===== config.mk =====
export PLATFORM = sky130hd
export DESIGN_NAME = ram_port_arbiter
export DESIGN_NICKNAME = d
export VERILOG_FILES = /design/src/rtl/ram_arb_pkg.sv /design/src/rtl/rr_picker.sv /design/src/rtl/ram_port_arbiter.sv
export SDC_FILE = /design/constraint.sdc
export NUM_CORES = 1
export LEC_CHECK = 0
export ABC_AREA = 0
export CAP_MARGIN = 25
export CORE_MARGIN = 2
export CORE_UTILIZATION = 42
export CTS_CLUSTER_DIAMETER = 50
export CTS_CLUSTER_SIZE = 28
export DETAILED_ROUTE_END_ITERATION = 8
export PLACE_DENSITY = 0.86
export REMOVE_ABC_BUFFERS = 1
export SLEW_MARGIN = 10
export SYNTH_ARGS = -nofsm -noshare
export SYNTH_HDL_FRONTEND = slang
export SYNTH_SLANG_ARGS = --single-unit
export TNS_END_PERCENT = 30

===== constraint.sdc =====
create_clock -name clk -period 4.8 [get_ports clk]
set_clock_uncertainty 0.15 [all_clocks]
set_input_delay 0.72 -clock clk [delete_from_list [all_inputs] [get_ports clk]]
set_output_delay 0.72 -clock clk [all_outputs]
set_load 0.05 [all_outputs]

===== src/rtl/ram_arb_pkg.sv =====
// Shared state encoding, default widths and a clog2 helper for the RAM port arbiter.
package ram_arb_pkg;
   localparam int STATE_W = 2;

   typedef enum logic [STATE_W-1:0] {
      IDLE  = 2'd0,
      ISSUE = 2'd1,
      RESP  = 2'd2
   } state_t;

   localparam int DEF_ADDR_WIDTH = 16;
   localparam int DEF_DATA_WIDTH = 32;

   function automatic int clog2(input int unsigned value);
      int r;
      r = 0;
      for (int i = 0; i < 32; i++) begin
         if ((32'd1 << i) < value) r = i + 1;
      end
      return r;
   endfunction
endpackage


===== src/rtl/rr_picker.sv =====
// Combinational round-robin picker: first requester after i_last, wrapping modulo NUM_REQ.
// Zero latency; no backpressure (pure function of its inputs).
module rr_picker #(
   parameter int NUM_REQ = 2,
   parameter int IDX_W   = 1
) (
   input  logic [NUM_REQ-1:0] i_req,
   input  logic [IDX_W-1:0]   i_last,
   output logic [NUM_REQ-1:0] o_win_oh,
   output logic [IDX_W-1:0]   o_win_idx,
   output logic               o_any
);
   logic [IDX_W-1:0] w_cand;
   int               w_sum;

   // Scan from the farthest offset down so the nearest requester after i_last is written last.
   always_comb begin
      o_win_oh  = '0;
      o_win_idx = '0;
      w_cand    = '0;
      w_sum     = 0;
      for (int k = NUM_REQ; k >= 1; k--) begin
         w_sum = int'(i_last) + k;
         if (w_sum >= NUM_REQ) w_sum = w_sum - NUM_REQ;
         w_cand = IDX_W'(w_sum);
         if (i_req[w_cand]) begin
            o_win_oh         = '0;
            o_win_oh[w_cand] = 1'b1;
            o_win_idx        = w_cand;
         end
      end
   end

   assign o_any = |i_req;
endmodule


===== src/rtl/ram_port_arbiter.sv =====
// Round-robin share of one RAM port, one transaction in flight; strobe the cycle after the request edge, ack one cycle after ram_ready.
// Clients hold requests until ack/err; optional watchdog enabled by macro RAM_ARB_TIMEOUT_EN.
module ram_port_arbiter
   import ram_arb_pkg::*;
#(
   parameter int NUM_REQ        = 2,
   parameter int ADDR_WIDTH     = DEF_ADDR_WIDTH,
   parameter int DATA_WIDTH     = DEF_DATA_WIDTH,
   parameter int TIMEOUT_CYCLES = 64
) (
   input  logic                          clk,
   input  logic                          rst,
   input  logic [NUM_REQ-1:0]            req_rd_en,
   input  logic [NUM_REQ-1:0]            req_wr_en,
   input  logic [NUM_REQ*ADDR_WIDTH-1:0] req_addr,
   input  logic [NUM_REQ*DATA_WIDTH-1:0] req_wdata,
   output logic [DATA_WIDTH-1:0]         req_rdata,
   output logic [NUM_REQ-1:0]            req_ack,
   output logic [NUM_REQ-1:0]            req_err,
   output logic [NUM_REQ-1:0]            grant,
   output logic                          busy,
   output logic                          ram_read_en,
   output logic                          ram_write_en,
   output logic [ADDR_WIDTH-1:0]         ram_address,
   output logic [DATA_WIDTH-1:0]         ram_write_data,
   input  logic [DATA_WIDTH-1:0]         ram_read_data,
   input  logic                          ram_ready
);
   localparam int IDX_W = (NUM_REQ > 1) ? clog2(NUM_REQ) : 1;

   state_t                r_state, w_state_nxt;
   logic [IDX_W-1:0]      r_last, w_last_nxt;
   logic [IDX_W-1:0]      r_gidx, w_gidx_nxt;
   logic                  r_op_wr, w_op_wr_nxt;
   logic [NUM_REQ-1:0]    r_grant, w_grant_nxt;
   logic [NUM_REQ-1:0]    r_ack, w_ack_nxt;
   logic                  r_busy, w_busy_nxt;
   logic                  r_ram_rd, w_ram_rd_nxt;
   logic                  r_ram_wr, w_ram_wr_nxt;
   logic [ADDR_WIDTH-1:0] r_addr, w_addr_nxt;
   logic [DATA_WIDTH-1:0] r_wdata, w_wdata_nxt;
   logic [DATA_WIDTH-1:0] r_rdata, w_rdata_nxt;

   logic [NUM_REQ-1:0]    w_req;
   logic [NUM_REQ-1:0]    w_win_oh;
   logic [IDX_W-1:0]      w_win_idx;
   logic                  w_any;
   logic [ADDR_WIDTH-1:0] w_addr_arr  [NUM_REQ];
   logic [DATA_WIDTH-1:0] w_wdata_arr [NUM_REQ];

`ifdef RAM_ARB_TIMEOUT_EN
   localparam int TMO_W = clog2(TIMEOUT_CYCLES + 1);
   logic [TMO_W-1:0]      r_tmo_cnt, w_tmo_cnt_nxt;
   logic [NUM_REQ-1:0]    r_err, w_err_nxt;
`else
   logic                  w_unused_tmo;
   assign w_unused_tmo = (TIMEOUT_CYCLES != 0);
`endif

   assign w_req = req_rd_en | req_wr_en;

   for (genvar gi = 0; gi < NUM_REQ; gi++) begin : g_unpack
      assign w_addr_arr[gi]  = req_addr[(gi+1)*ADDR_WIDTH-1 -: ADDR_WIDTH];
      assign w_wdata_arr[gi] = req_wdata[(gi+1)*DATA_WIDTH-1 -: DATA_WIDTH];
   end

   rr_picker #(
      .NUM_REQ (NUM_REQ),
      .IDX_W   (IDX_W)
   ) u_picker (
      .i_req     (w_req),
      .i_last    (r_last),
      .o_win_oh  (w_win_oh),
      .o_win_idx (w_win_idx),
      .o_any     (w_any)
   );

   always_comb begin
      w_state_nxt  = r_state;
      w_last_nxt   = r_last;
      w_gidx_nxt   = r_gidx;
      w_op_wr_nxt  = r_op_wr;
      w_grant_nxt  = r_grant;
      w_busy_nxt   = r_busy;
      w_ram_rd_nxt = r_ram_rd;
      w_ram_wr_nxt = r_ram_wr;
      w_addr_nxt   = r_addr;
      w_wdata_nxt  = r_wdata;
      w_rdata_nxt  = r_rdata;
      w_ack_nxt    = '0;
`ifdef RAM_ARB_TIMEOUT_EN
      w_tmo_cnt_nxt = r_tmo_cnt;
      w_err_nxt     = '0;
`endif
      case (r_state)
         IDLE: begin
            if (w_any) begin
               // Write wins when a client raises rd and wr together.
               w_op_wr_nxt  = req_wr_en[w_win_idx];
               w_ram_wr_nxt = req_wr_en[w_win_idx];
               w_ram_rd_nxt = ~req_wr_en[w_win_idx];
               w_addr_nxt   = w_addr_arr[w_win_idx];
               w_wdata_nxt  = w_wdata_arr[w_win_idx];
               w_gidx_nxt   = w_win_idx;
               w_grant_nxt  = w_win_oh;
               w_busy_nxt   = 1'b1;
               w_state_nxt  = ISSUE;
`ifdef RAM_ARB_TIMEOUT_EN
               w_tmo_cnt_nxt = '0;
`endif
            end
         end
         ISSUE: begin
            if (ram_ready) begin
               w_ram_rd_nxt = 1'b0;
               w_ram_wr_nxt = 1'b0;
               if (!r_op_wr) w_rdata_nxt = ram_read_data;
               w_ack_nxt    = r_grant;
               w_state_nxt  = RESP;
            end
`ifdef RAM_ARB_TIMEOUT_EN
            else if (r_tmo_cnt == TMO_W'(TIMEOUT_CYCLES - 1)) begin
               w_ram_rd_nxt = 1'b0;
               w_ram_wr_nxt = 1'b0;
               w_rdata_nxt  = '0;
               w_err_nxt    = r_grant;
               w_state_nxt  = RESP;
            end else begin
               w_tmo_cnt_nxt = r_tmo_cnt + TMO_W'(1);
            end
`endif
         end
         RESP: begin
            w_last_nxt  = r_gidx;
            w_grant_nxt = '0;
            w_busy_nxt  = 1'b0;
            w_state_nxt = IDLE;
         end
         default: w_state_nxt = IDLE;
      endcase
   end

   always_ff @(posedge clk or posedge rst) begin
      if (rst) begin
         r_state  <= IDLE;
         r_last   <= IDX_W'(NUM_REQ - 1);
         r_gidx   <= '0;
         r_op_wr  <= 1'b0;
         r_grant  <= '0;
         r_ack    <= '0;
         r_busy   <= 1'b0;
         r_ram_rd <= 1'b0;
         r_ram_wr <= 1'b0;
         r_addr   <= '0;
         r_wdata  <= '0;
         r_rdata  <= '0;
`ifdef RAM_ARB_TIMEOUT_EN
         r_tmo_cnt <= '0;
         r_err     <= '0;
`endif
      end else begin
         r_state  <= w_state_nxt;
         r_last   <= w_last_nxt;
         r_gidx   <= w_gidx_nxt;
         r_op_wr  <= w_op_wr_nxt;
         r_grant  <= w_grant_nxt;
         r_ack    <= w_ack_nxt;
         r_busy   <= w_busy_nxt;
         r_ram_rd <= w_ram_rd_nxt;
         r_ram_wr <= w_ram_wr_nxt;
         r_addr   <= w_addr_nxt;
         r_wdata  <= w_wdata_nxt;
         r_rdata  <= w_rdata_nxt;
`ifdef RAM_ARB_TIMEOUT_EN
         r_tmo_cnt <= w_tmo_cnt_nxt;
         r_err     <= w_err_nxt;
`endif
      end
   end

   assign req_rdata      = r_rdata;
   assign req_ack        = r_ack;
   assign grant          = r_grant;
   assign busy           = r_busy;
   assign ram_read_en    = r_ram_rd;
   assign ram_write_en   = r_ram_wr;
   assign ram_address    = r_addr;
   assign ram_write_data = r_wdata;
`ifdef RAM_ARB_TIMEOUT_EN
   assign req_err = r_err;
`else
   assign req_err = '0;
`endif
endmodule


# Yosys cells after proc, flatten, opt, wreduce, memory -nomap -nowiden
# Index checks and enable logic that the tools add are counted.
# classes
eq_ne	4
mux	36
addsub	4
order_cmp	8
n_reduce_logical	11
bitwise	4
# ops
cell	count
two-way mux 32 bit	3
two-way mux 16 bit	3
two-way mux 1 bit	16
two-way mux 2 bit	7
case mux 2 bit (2 select lines)	2
less-than comparator 1 x 2 -> 1 bit (second input constant)	3
case mux 1 bit (2 select lines)	3
AND reduction 2 bit	3
AND reduction 3 bit	2
>= comparator 2 bit (second input constant)	2
nonzero test 2 bit	2
adder 1 x 2 -> 3 bit (second input constant)	1
>= comparator 3 x 2 -> 1 bit (second input constant)	1
adder 1 x 1 -> 2 bit (second input constant)	1
demux 1 bit (select 1 bit)	2
equality test 2 x 1 -> 1 bit (second input constant)	1
equality test 2 bit (second input constant)	1
>= comparator 1 bit (second input constant)	2
logical AND 1 bit	2
zero test 2 bit	1
!= test 2 x 1 -> 1 bit (second input constant)	1
!= test 2 bit (second input constant)	1
NOT 1 bit	2
NOT 1 -> 2 bit	1
other kinds (3)	4
# word_totals
elab_cells	79
register_bits	92
output_inout_bits	89
in_bits	135

# Logic depth before layout (Yosys ltp)
# logic_depth
ltp_word	12
ltp_mapped	6

# Cells and area by module
# Synthesis repeated with hierarchy kept, for this count alone.
# unflattened
hier_cells	332
area_unflattened_um2	3958.8
# by_module_without_submodules
module	n_inst	cells_per_inst	area_per_inst_um2	seq_area_each_um2
ram_port_arbiter	1	327	3926.3	2303.5
rr_picker	1	5	32.5	0.0

# Least setup slack after synthesis
# No wires, ideal clock.
# synth_path
path_kind	input to register
start	input req_wr_en[0]
end	register r_ram_rd, in the netlist ram_read_en
required_time_ps	4523
path_buffers	1
cell_stages	4
path_slack_ps	2826
arrival_time_ps	1697
path_cell_list	nor4_4 > or2_0 > buf_2 > mux2_1
# synth_via
elab_chain_cells	10
word_cells_on_any_way	15
# synth_lines
item	line	rtl
start, declared	ram_port_arbiter.sv:14	input logic [NUM_REQ-1:0] req_wr_en,
OR 2 bit	ram_port_arbiter.sv:60	assign w_req = req_rd_en | req_wr_en;
two-way mux 1 bit (implied by the code) (2 in series)	rr_picker.sv:26	if (i_req[w_cand]) begin
two-way mux 1 bit (2 in series)	rr_picker.sv:26	
two-way mux 1 bit (implied by the code) (2 in series)	ram_port_arbiter.sv:101	w_ram_rd_nxt = ~req_wr_en[w_win_idx];
NOT 1 bit	ram_port_arbiter.sv:101	
two-way mux 1 bit	ram_port_arbiter.sv:97	if (w_any) begin
case mux 1 bit (2 select lines)	ram_port_arbiter.sv:95	case (r_state)
end signal, assigned	ram_port_arbiter.sv:169	r_ram_rd <= w_ram_rd_nxt;
end, declared	ram_port_arbiter.sv:38	logic r_ram_rd, w_ram_rd_nxt;
# Several ways; a longest one is shown, not always the timed one. The select of a mux whose other input is x is not followed.
# A chain may end at the register's enable or synchronous reset.

# Worst setup path after layout
# layout_path
start	input req_wr_en[0]
end	register r_grant[1], in the netlist grant[1]
# layout_via
elab_chain_cells	7
word_cells_on_any_way	12
# layout_lines
item	line	rtl
OR 2 bit *	ram_port_arbiter.sv:60	
two-way mux 1 bit (implied by the code) (2 in series)	rr_picker.sv:26	
two-way mux 2 bit (2 in series)	rr_picker.sv:26	
two-way mux 2 bit	ram_port_arbiter.sv:97	
case mux 2 bit (2 select lines)	ram_port_arbiter.sv:95	
end signal, assigned	ram_port_arbiter.sv:166	r_grant <= w_grant_nxt;
end, declared	ram_port_arbiter.sv:35	logic [NUM_REQ-1:0] r_grant, w_grant_nxt;
# Every way passes the cells marked *; elsewhere a longest branch is shown, timed or not. The select of a mux whose other input is x is not followed.

==> results.sh <==
export IMPL_hold_buffers=0
export IMPL_arrival_ns=2.85
export IMPL_setup_violations=0
export IMPL_detail_route_wl_per_cell_um=20.3
export IMPL_clkTransAtPathRegs_ns=0.09
export IMPL_fin_crit_ns=2.76
export IMPL_io_pins=224
export IMPL_drv_slew=0
export IMPL_max_cap_violations=0
export IMPL_cts_root_buf="clkbuf_8"
export IMPL_pwr_share_clk_pct=9.8
export IMPL_rr_endpoint="ram_write_data[21]$_DFFE_PP0P_"
export IMPL_grt_first_pass_wirelength_um=22200
export IMPL_path_cells="clkdlybuf4s50_1 -> o21a_1 -> buf_4 -> nor3_1 -> a31o_2"
export IMPL_via_per_inst=5.80
export IMPL_fmax_mhz=363
export IMPL_overflow=0
export IMPL_worstHoldStart="r_gidx$_DFFE_PP0P_"
export IMPL_power_frac_seq_pct=27.0
export IMPL_critPathTopFamily="buffers and inverters"
export IMPL_hold_viol=0
export IMPL_worstPathBufferInverterCount=2
export IMPL_cts_sinks=92
export IMPL_vias=3971
export IMPL_drive_above_1_share_pct=11.6
export IMPL_die_width_um=104
export IMPL_place_congestion=0.817
export IMPL_syn_avg_cell_area_um2=12.0
export IMPL_syn_area_um2=4180
export IMPL_startpoint_type="input port"
export IMPL_design_core_area_um2=9730
export IMPL_cts_max_level=3
export IMPL_cts_tree="done"
export IMPL_post_cts_resized=0
export IMPL_yosysUniqueCellTypes=32
export IMPL_start_util_pct=43.0
export IMPL_syn_instance_count=348
export IMPL_routed_wl_um=13900
export IMPL_syn_to_final_growth_pct=60.7
export IMPL_post_cts_setup_buffers=0
export IMPL_final_antenna_net_count=0
export IMPL_cp_end_kind="flop"
export IMPL_drtIter0Drc=280
export IMPL_critical_path_max_stage_delay_ns=0.70
export IMPL_die_area_um2=10800
export IMPL_cts_buffers=9
export IMPL_clockBufferDepth=2
export IMPL_synth_seq_area_share_pct=55.1
export IMPL_cp_slowest_cell="o21a_1"
export IMPL_grt_start_max_net_pins=54
export IMPL_intPower_mw=2.72
export IMPL_drt_first_pass_iters=4
export IMPL_slew_headroom_pct=36.8
export IMPL_diodes=0
export IMPL_switching_share_pct=48.5
export IMPL_max_vdd_ir_drop_uv=550
export IMPL_worst_slack_ns=2.04
export IMPL_rsz0062_at_grt="false"
export IMPL_grt_pass1_vias=4118
export IMPL_r2r_cells=5
export IMPL_status="finished, final reports clean"
export IMPL_nets=682
export IMPL_die_h_um=104
export IMPL_tns_ns=0
export IMPL_placementRows=36
export IMPL_cp_max_fo=27
export IMPL_crit_type="in2reg"
export IMPL_hold_path_class="reg2reg"
export IMPL_period_share_pct=57.5
export IMPL_comb_power_share_pct=63.2
export IMPL_hpwl_um=9590
export IMPL_grt_usage_pct=25.8
export IMPL_tightest_slew_ns=0.948
export IMPL_io_buffers=221
export IMPL_clock_latency_ns=0.35
export IMPL_yosysWarnings=0
export IMPL_preCtsSetupSlack_ns=1.66
export IMPL_hold_end="r_gidx$_DFFE_PP0P_"
export IMPL_rrSetupSlack_ns=2.39
export IMPL_power_switching_mw=2.57
export IMPL_power_density_nw_per_um2=787
export IMPL_ys_ff_latch=92
export IMPL_p_leak_nw=2.55
export IMPL_reg2reg_from="r_state[0]$_DFFE_PP0P_"
export IMPL_whs_path_depth=1
export IMPL_drc=0
export IMPL_required_ns=4.89
export IMPL_antenna_found_initial=0
-- logic make-up (layout without fill, tap and decap cells) --
| group | Yosys count | count (layout) | synth area share [%] |
|---|---|---|---|
| flops | 92 | 92 | 55.1 |
| simple gates | 16 | 16 | 2.51 |
| other cells | 1 | 2 | 0.0896 |
| mux | 34 | 34 | 9.15 |
| compound gates | 160 | 160 | 28.5 |
| buf+inv | 45 | 248 | 4.72 |
-- per-stage QoR --
step / area (µm²) / total power, mW / cells / hold slack (ns) / utilization [%]
after floorplan: 4000 / 3.56 / 307 / 0.296 / -
after global placement: 6440 / 4.63 / 665 / 0.336 / 66.2
after detailed placement: 6480 / 4.74 / 667 / 0.339 / 66.7
after CTS: 6680 / 5.28 / 683 / 0.359 / 68.6
after global routing: 6720 / 5.52 / 685 / 0.381 / 69.1
final: 6720 / 5.29 / 685 / 0.356 / 69.1
-- layer usage --
| layer | global-route usage [%] | vias to the layer above | wire, µm |
|---|---|---|---|
| li1 | - | 1759 | - |
| met1 | 31.1 | 1957 | 5320 |
| met2 | 43.2 | 236 | 6920 |
| met3 | 9.50 | 19 | 1470 |
| met4 | 7.92 | 0 | 227 |
| met5 | 0 | - | 0 |
-- registers in the layout, summed over array words and instances, names as in the netlist --
name,count
ram_write_data,32
req_rdata,32
ram_address,16
grant,2
r_state,2
req_ack,2
busy,1
r_gidx,1
r_last,1
r_op_wr,1
ram_read_en,1
ram_write_en,1
-- synth_stat cells --
cell	instances	area (µm²)
nand2b_1	2	12.5
or2_0	2	12.5
o21bai_1	1	7.51
o21ba_2	1	10.0
or2_2	1	6.26
o211ai_1	1	7.51
conb_1	1	3.75
nor2_2	1	6.26
o21ai_1	1	5.00
clkbuf_1	25	93.8
nor2_1	3	11.3
a22oi_1	1	7.51
a2bb2oi_1	48	420
a21boi_0	1	7.51
nand3b_1	1	7.51
dfstp_2	1	26.3
nor3_1	1	5.00
a21o_1	1	7.51
buf_4	3	22.5
o21ai_0	53	265
nor4_4	1	21.3
o32ai_1	1	8.76
a311oi_1	48	420
mux2_2	33	372
a31o_2	1	8.76
buf_2	14	70.1
inv_1	3	11.3
dfrtp_1	91	2280
and2_1	3	18.8
mux2_1	1	11.3
o21a_1	2	15.0
nand2_1	1	3.75
-- power by group through the flow --
stage | Combinational (mW) | Sequential (mW) | Clock [mW]
global route | 3.49 | 1.47 | 0.562
detailed placement | 3.31 | 1.43 | 0
floorplan | 0.900 | 2.66 | 0
CTS | 3.32 | 1.43 | 0.533
finish | 3.34 | 1.43 | 0.519
global placement | 3.22 | 1.42 | 0
-- area by class of cell --
class / instances / area [µm²]
fillers: 691 / 3010
repair buffers: 229 / 2340
flip-flops and latches: 92 / 2300
multi-input cells: 212 / 1710
well taps: 133 / 166
clock buffers: 14 / 153
clock inverters: 2 / 37.5
inverters: 3 / 12.5
-- worst reg2reg max path, cell delays in order, from the launching register on --
cell       delay, ns
dfrtp_1         0.46
or2_2           0.58
buf_16          0.27
nor2_4          0.39
buf_12          0.26
a2bb2oi_1       0.22
-- worst max path at each step --
stage	end	cells past startpoint	startpoint	slack (ns)
after detailed placement	ram_read_en$_DFFE_PP0P_	5	req_wr_en[0]	1.66
final	grant[1]$_DFFE_PP0P_	5	req_wr_en[0]	2.04
after floorplan	ram_address[0]$_DFFE_PP0P_	3	req_wr_en[0]	0.89
after CTS	ram_read_en$_DFFE_PP0P_	5	req_wr_en[0]	2.07
after global routing	grant[1]$_DFFE_PP0P_	5	req_wr_en[0]	1.88
after global placement	ram_address[10]$_DFFE_PP0P_	5	req_wr_en[0]	1.68
-- layout by cell type, fill, tap and decap left out, drive strengths merged, types with 2 or more instances in the layout --
master | Yosys | routed
a311oi | 48 | 48
mux2 | 34 | 34
clkbuf | 25 | 14
o21a | 2 | 2
o21ai | 54 | 54
clkdlybuf4s50 | 0 | 221
and2 | 3 | 3
dfrtp | 91 | 91
conb | 1 | 2
a2bb2oi | 48 | 48
buf | 17 | 8
inv | 3 | 2
nor2 | 4 | 4
or2 | 3 | 3
nand2b | 2 | 2
Note: power is estimated with default switching activity, not from simulation.
==> edit 1: new RTL, same settings <==
The option `RAM_ARB_TIMEOUT_EN` is turned on by a define.
--- a/src/rtl/ram_port_arbiter.sv
+++ b/src/rtl/ram_port_arbiter.sv
@@ -2,2 +2,4 @@
 // Clients hold requests until ack/err; optional watchdog enabled by macro RAM_ARB_TIMEOUT_EN.
+`define RAM_ARB_TIMEOUT_EN
+
 module ram_port_arbiter
Formal check against the unedited RTL: same outputs for any inputs over 4 cycles, from zero or initial values and one cycle with rst high; that may be too few to reach the edited logic, so the function may still have changed.
==> edit 1 against the unedited design <==
Routed wire length is 5.6% lower. Cell area is 2.4% higher. Register-to-register slack better by 0.18 ns. Setup slack better by 0.051 ns. Final cell count is 14% higher. Sequential cell count is 9 higher. Area after synthesis is 1.7% higher. Sequential power is 3% higher. Maximum frequency is 1.9% higher. Core utilization is 0.98 points higher. Total power is 1.7% lower. Count of clock-buffer cells in the layout is 1 lower. Combinational power is 6.6% lower. Critical path depth is 1 higher. Highest routed layer unchanged.
==> edit 1: results (changes against the unedited design) <==
* Met2 Wirelength at 6475 um (-6.4%)
* Lkg Pwr at 2.948 nW (+16%)
* Yosys cell types at 38 (+19%)
* Top cells by area, synth: dfrtp_1 (59%), a21oi_1 (11%), a22o_1 (6.8%), nand2_1 (5.1%), nor2_1 (4.6%)
* Status: finished clean
* Critical path launch point: req_wr_en[1]
* Detailed Place HPWL at 9800 um (+2.2%)
* Detailed Route WL at 13140 um (-5.6%)
* Post-synth top cells: dfrtp_1 (100), a21oi_1 (97), nand2_1 (58)
* TritonCTS buffer count at 9 (unchanged)
* Fill count at 749 (+8.4%)
* Layout cells sized above 1 at 5.100% (-6.5 points)
* Worst-path maximum fanout at 32 (+19%)
* Ant diodes at 0 (unchanged)
* Place WS at 1.745 ns (+0.08170 ns)
* IR drop worst, VDD at 0.0003732 V (-32%)
* Worst-Margin Slew at 0.6421 ns (-0.3054 ns)
* Total GRT Usage at 24.12% (-1.7 points)
* Nets@finish at 778 (+14%)
* HP Start: r_op_wr
* Part of the Yosys area used for sequential elements at 59.42% (+4.4 points)
* Routed met3 length at 983 um (-33%)
* Starting DRT DRC Count at 167 (-40%)
* Routed via count at 4127 (+3.9%)
* Largest net degree at the start of global routing at 47 (-13%)
* Placer Congestion at 0.7714 (-5.6%)
* Met1 WL at 5332 um (+0.23%)
* First-pass GRT wire length at 21160 um (-4.7%)
* Vias in the first global route at 4247 (+3.1%)
* Port Buffers at 223 (+0.90%)
* Cts repair resizes at 0 (unchanged)
edit 1: changes by cell type in the layout (fill, tap and decap cells not counted), moves of 3 or more:
cell       change
a21oi_1       +97
nand2_1       +57
nor2_1        +51
a311oi_1      -48
a2bb2oi_1     -47
o21ai_0       -42
a22o_1        +33
mux2_2        -32
dfrtp_1        +9
and3_1         +5
nand3_1        +5
inv_1          +4
nor2b_1        +3
edit 1: cells by family (layout without fill, tap and decap cells):
group | after synthesis | in the layout | share of synthesized area (%)
fa+ha+maj | 1 | 1 | 0.2940
simple gates | 134 | 134 | 13.47
mux | 1 | 1 | 0.2646
buf+inv | 36 | 254 | 4.264
compound gates | 156 | 156 | 22.29
flops | 101 | 101 | 59.42
edit 1: layer usage:
metal,vias up,global-route usage (%)
met5,-,0
met4,0,10.48
met3,27,5.926
met2,200,41.69
met1,1985,28.57
li1,1915,-
edit 1: power by group:
| part | internal, W | switching (W) |
|---|---|---|
| logic | 0.00108 | 0.00204 |
| clock network | 0.000323 | 0.000282 |
| registers | 0.00124 | 0.000233 |
| total | 0.00264 | 0.00256 |
edit 1: worst max-delay path, stage by stage:
cell             delay, ns
clkdlybuf4s50_1       0.54
nor2_2                0.36
a211o_2               0.52
buf_4                 0.42
a21oi_1               0.08
a21oi_1               0.18
edit 1: through the flow:
step	instance area (um^2)	hold slack (ns)	utilization, %	instances
floorplan	4100	0.3148	-	400
CTS	6854	0.3533	69.80	779
detailed placement	6628	0.3317	67.49	763
global placement	6553	0.3277	66.73	759
finish	6882	0.3528	70.08	780
global route	6882	0.3753	70.08	780
edit 1: area by class of cell:
cell class / count / area share [%]
Multi-Input combinational cell: 292 / 22.87
Clock buffer: 13 / 2.309
Clock inverter: 3 / 0.9818
Inverter: 7 / 0.4182
Tap cell: 133 / 2.418
Sequential cell: 101 / 36.75
Timing Repair Buffer: 231 / 34.25
edit 1: worst paths after layout:
check / end / slack, ns / depth (start not counted)
worst min register to register: r_op_wr / 0.35 / 1
worst min-delay path: r_op_wr / 0.35 / 1
max in group asynchronous: r_last / 2.92 / 4
min in group asynchronous: req_rdata[17] / 0.63 / 2
worst max-delay path: ram_write_data[10] / 2.09 / 6
worst max register to register: ram_write_data[10] / 2.57 / 5
==> edit 2: new RTL, same settings <==
Made on the original files. The 3 states of `state_t` get a one-hot encoding in 3 bits.
--- a/src/rtl/ram_arb_pkg.sv
+++ b/src/rtl/ram_arb_pkg.sv
@@ -4,6 +4,6 @@
 
-   typedef enum logic [STATE_W-1:0] {
-      IDLE  = 2'd0,
-      ISSUE = 2'd1,
-      RESP  = 2'd2
+   typedef enum logic [2:0] {
+      IDLE  = 3'b001,
+      ISSUE = 3'b010,
+      RESP  = 3'b100
    } state_t;
Behaviour: no difference found for any inputs over 4 cycles, from zero or initial values and one cycle with rst high; so few cycles prove little.
==> edit 2 against the unedited design <==
Cell area is 1.4% lower. Worst hold slack got worse by 0.021 ns. Area after synthesis up 0.33%. Final cell count unchanged. Routed wire length fell by 22%. Setup slack got worse by 0.11 ns. Synthesized cell count decreased by 4.6%. Sequential share of layout area up 0.89 points. Total power fell by 6.0%. Sequential cell count increased by 1. Critical endpoint is now ram_write_data[31]. Highest routed layer unchanged.
==> edit 2: results (changes against the unedited design) <==
* Status: finished clean
* Post-synth top cells: dfrtp_1 (91), nand2_1 (49), mux2i_1 (48)
* R2r setup slk at 2.43 ns (+0.04 ns)
* Detailed Route WL at 10930 um (-22%)
* Placer Congestion at 0.7469 (-8.6%)
* WP data arrival at 2.91 ns (+0.06 ns)
* HP Start: ram_write_data[11]
* Routed via count at 3284 (-17%)
* R2r endpoint: ram_write_data[31]
* Largest net degree at the start of global routing at 104 (+93%)
* Sw Share at 48.72% (+0.22 points)
* Layout cells sized above 1 at 11.41% (-0.18 points)
* Lkg Pwr at 2.910 nW (+14%)
* CTS H-tree depth at 3 (unchanged)
* Part of the Yosys area used for sequential elements at 55.50% (+0.45 points)
* IR drop worst, VDD at 0.0004647 V (-15%)
* Starting DRT DRC Count at 66 (-76%)
* Sequential power share at 28.3% (+1.3 points)
* Detailed Place HPWL at 8352 um (-13%)
* Worst hold endpoint: ram_write_data[11]
* Fill count at 735 (+6.4%)
* Hold Path Stages at 2 (+1)
* Yosys cell types at 39 (+22%)
* Top cells by area, synth: dfrtp_1 (54%), mux2i_1 (11%), mux2_4 (11%), nand2_1 (4.4%), o21ai_1 (3.5%)
* Worst path slowest cell: nand2_2
* Slowest stage delay, CP at 0.55 ns (-0.15 ns)
* Async S/R FF share, synth at 100.0% (unchanged)
* Vias in the first global route at 3436 (-17%)
* First-pass GRT wire length at 17550 um (-21%)
* Reg2Reg Launch Point: r_last
* Clock-net power at 0.000507 W (-2%)
* Worst-Margin Slew at 0.9253 ns (-0.02226 ns)
* Total GRT Usage at 20.37% (-5.4 points)
-- edit 2: worst max path at each step --
stage,startpoint,to
after floorplan,req_wr_en[0],ram_write_en
after global routing,req_rd_en[1],ram_write_data[26]
after CTS,req_rd_en[1],ram_write_data[31]
final,req_rd_en[1],ram_write_data[31]
after detailed placement,req_rd_en[1],ram_write_data[26]
after global placement,req_rd_en[1],ram_write_data[20]
-- edit 2: critical path: cells and delay by family --
kind	cells	cell delay (ns)
mux	1	0.26
simple gates	2	0.86
compound gates	1	0.09
buf+inv	2	0.95
-- edit 2: area by class of cell --
cell class	instances	share of cell area (%)
Clock inverter	6	0.9628
Clock buffer	10	1.926
Tap cell	133	2.511
Timing Repair Buffer	224	34.02
Inverter	2	0.1510
Multi-Input combinational cell	217	25.28
Sequential cell	93	35.15
-- edit 2: metal layers --
layer | vias up | global-route usage [%] | wire, um
met3 | 13 | 6.642 | 900
met5 | - | 0 | 0
met4 | 0 | 6.950 | 150
met1 | 1542 | 23.81 | 4449
li1 | 1570 | - | -
met2 | 159 | 35.24 | 5432
-- edit 2: logic make-up after synthesis --
logic type | after synthesis | synth area share (%)
AO/OA/AOI/OAI | 61 | 7.750
buffers and inverters | 23 | 4.858
flip-flops | 93 | 55.50
multiplexers | 81 | 22.98
other | 1 | 0.08933
AND/OR/NAND/NOR | 73 | 8.823
-- edit 2: metrics by stage --
step	hold WS, ns	cells	setup slack (ns)	cell area (um^2)	power [W]
after floorplan	0.2921	312	1.252	4005	0.003431
after global placement	0.3058	668	1.675	6409	0.004412
after detailed placement	0.3150	669	1.528	6436	0.004498
after CTS	0.3359	685	1.915	6628	0.005017
after global routing	0.3627	685	1.821	6628	0.005220
final	0.3343	685	1.937	6628	0.004971
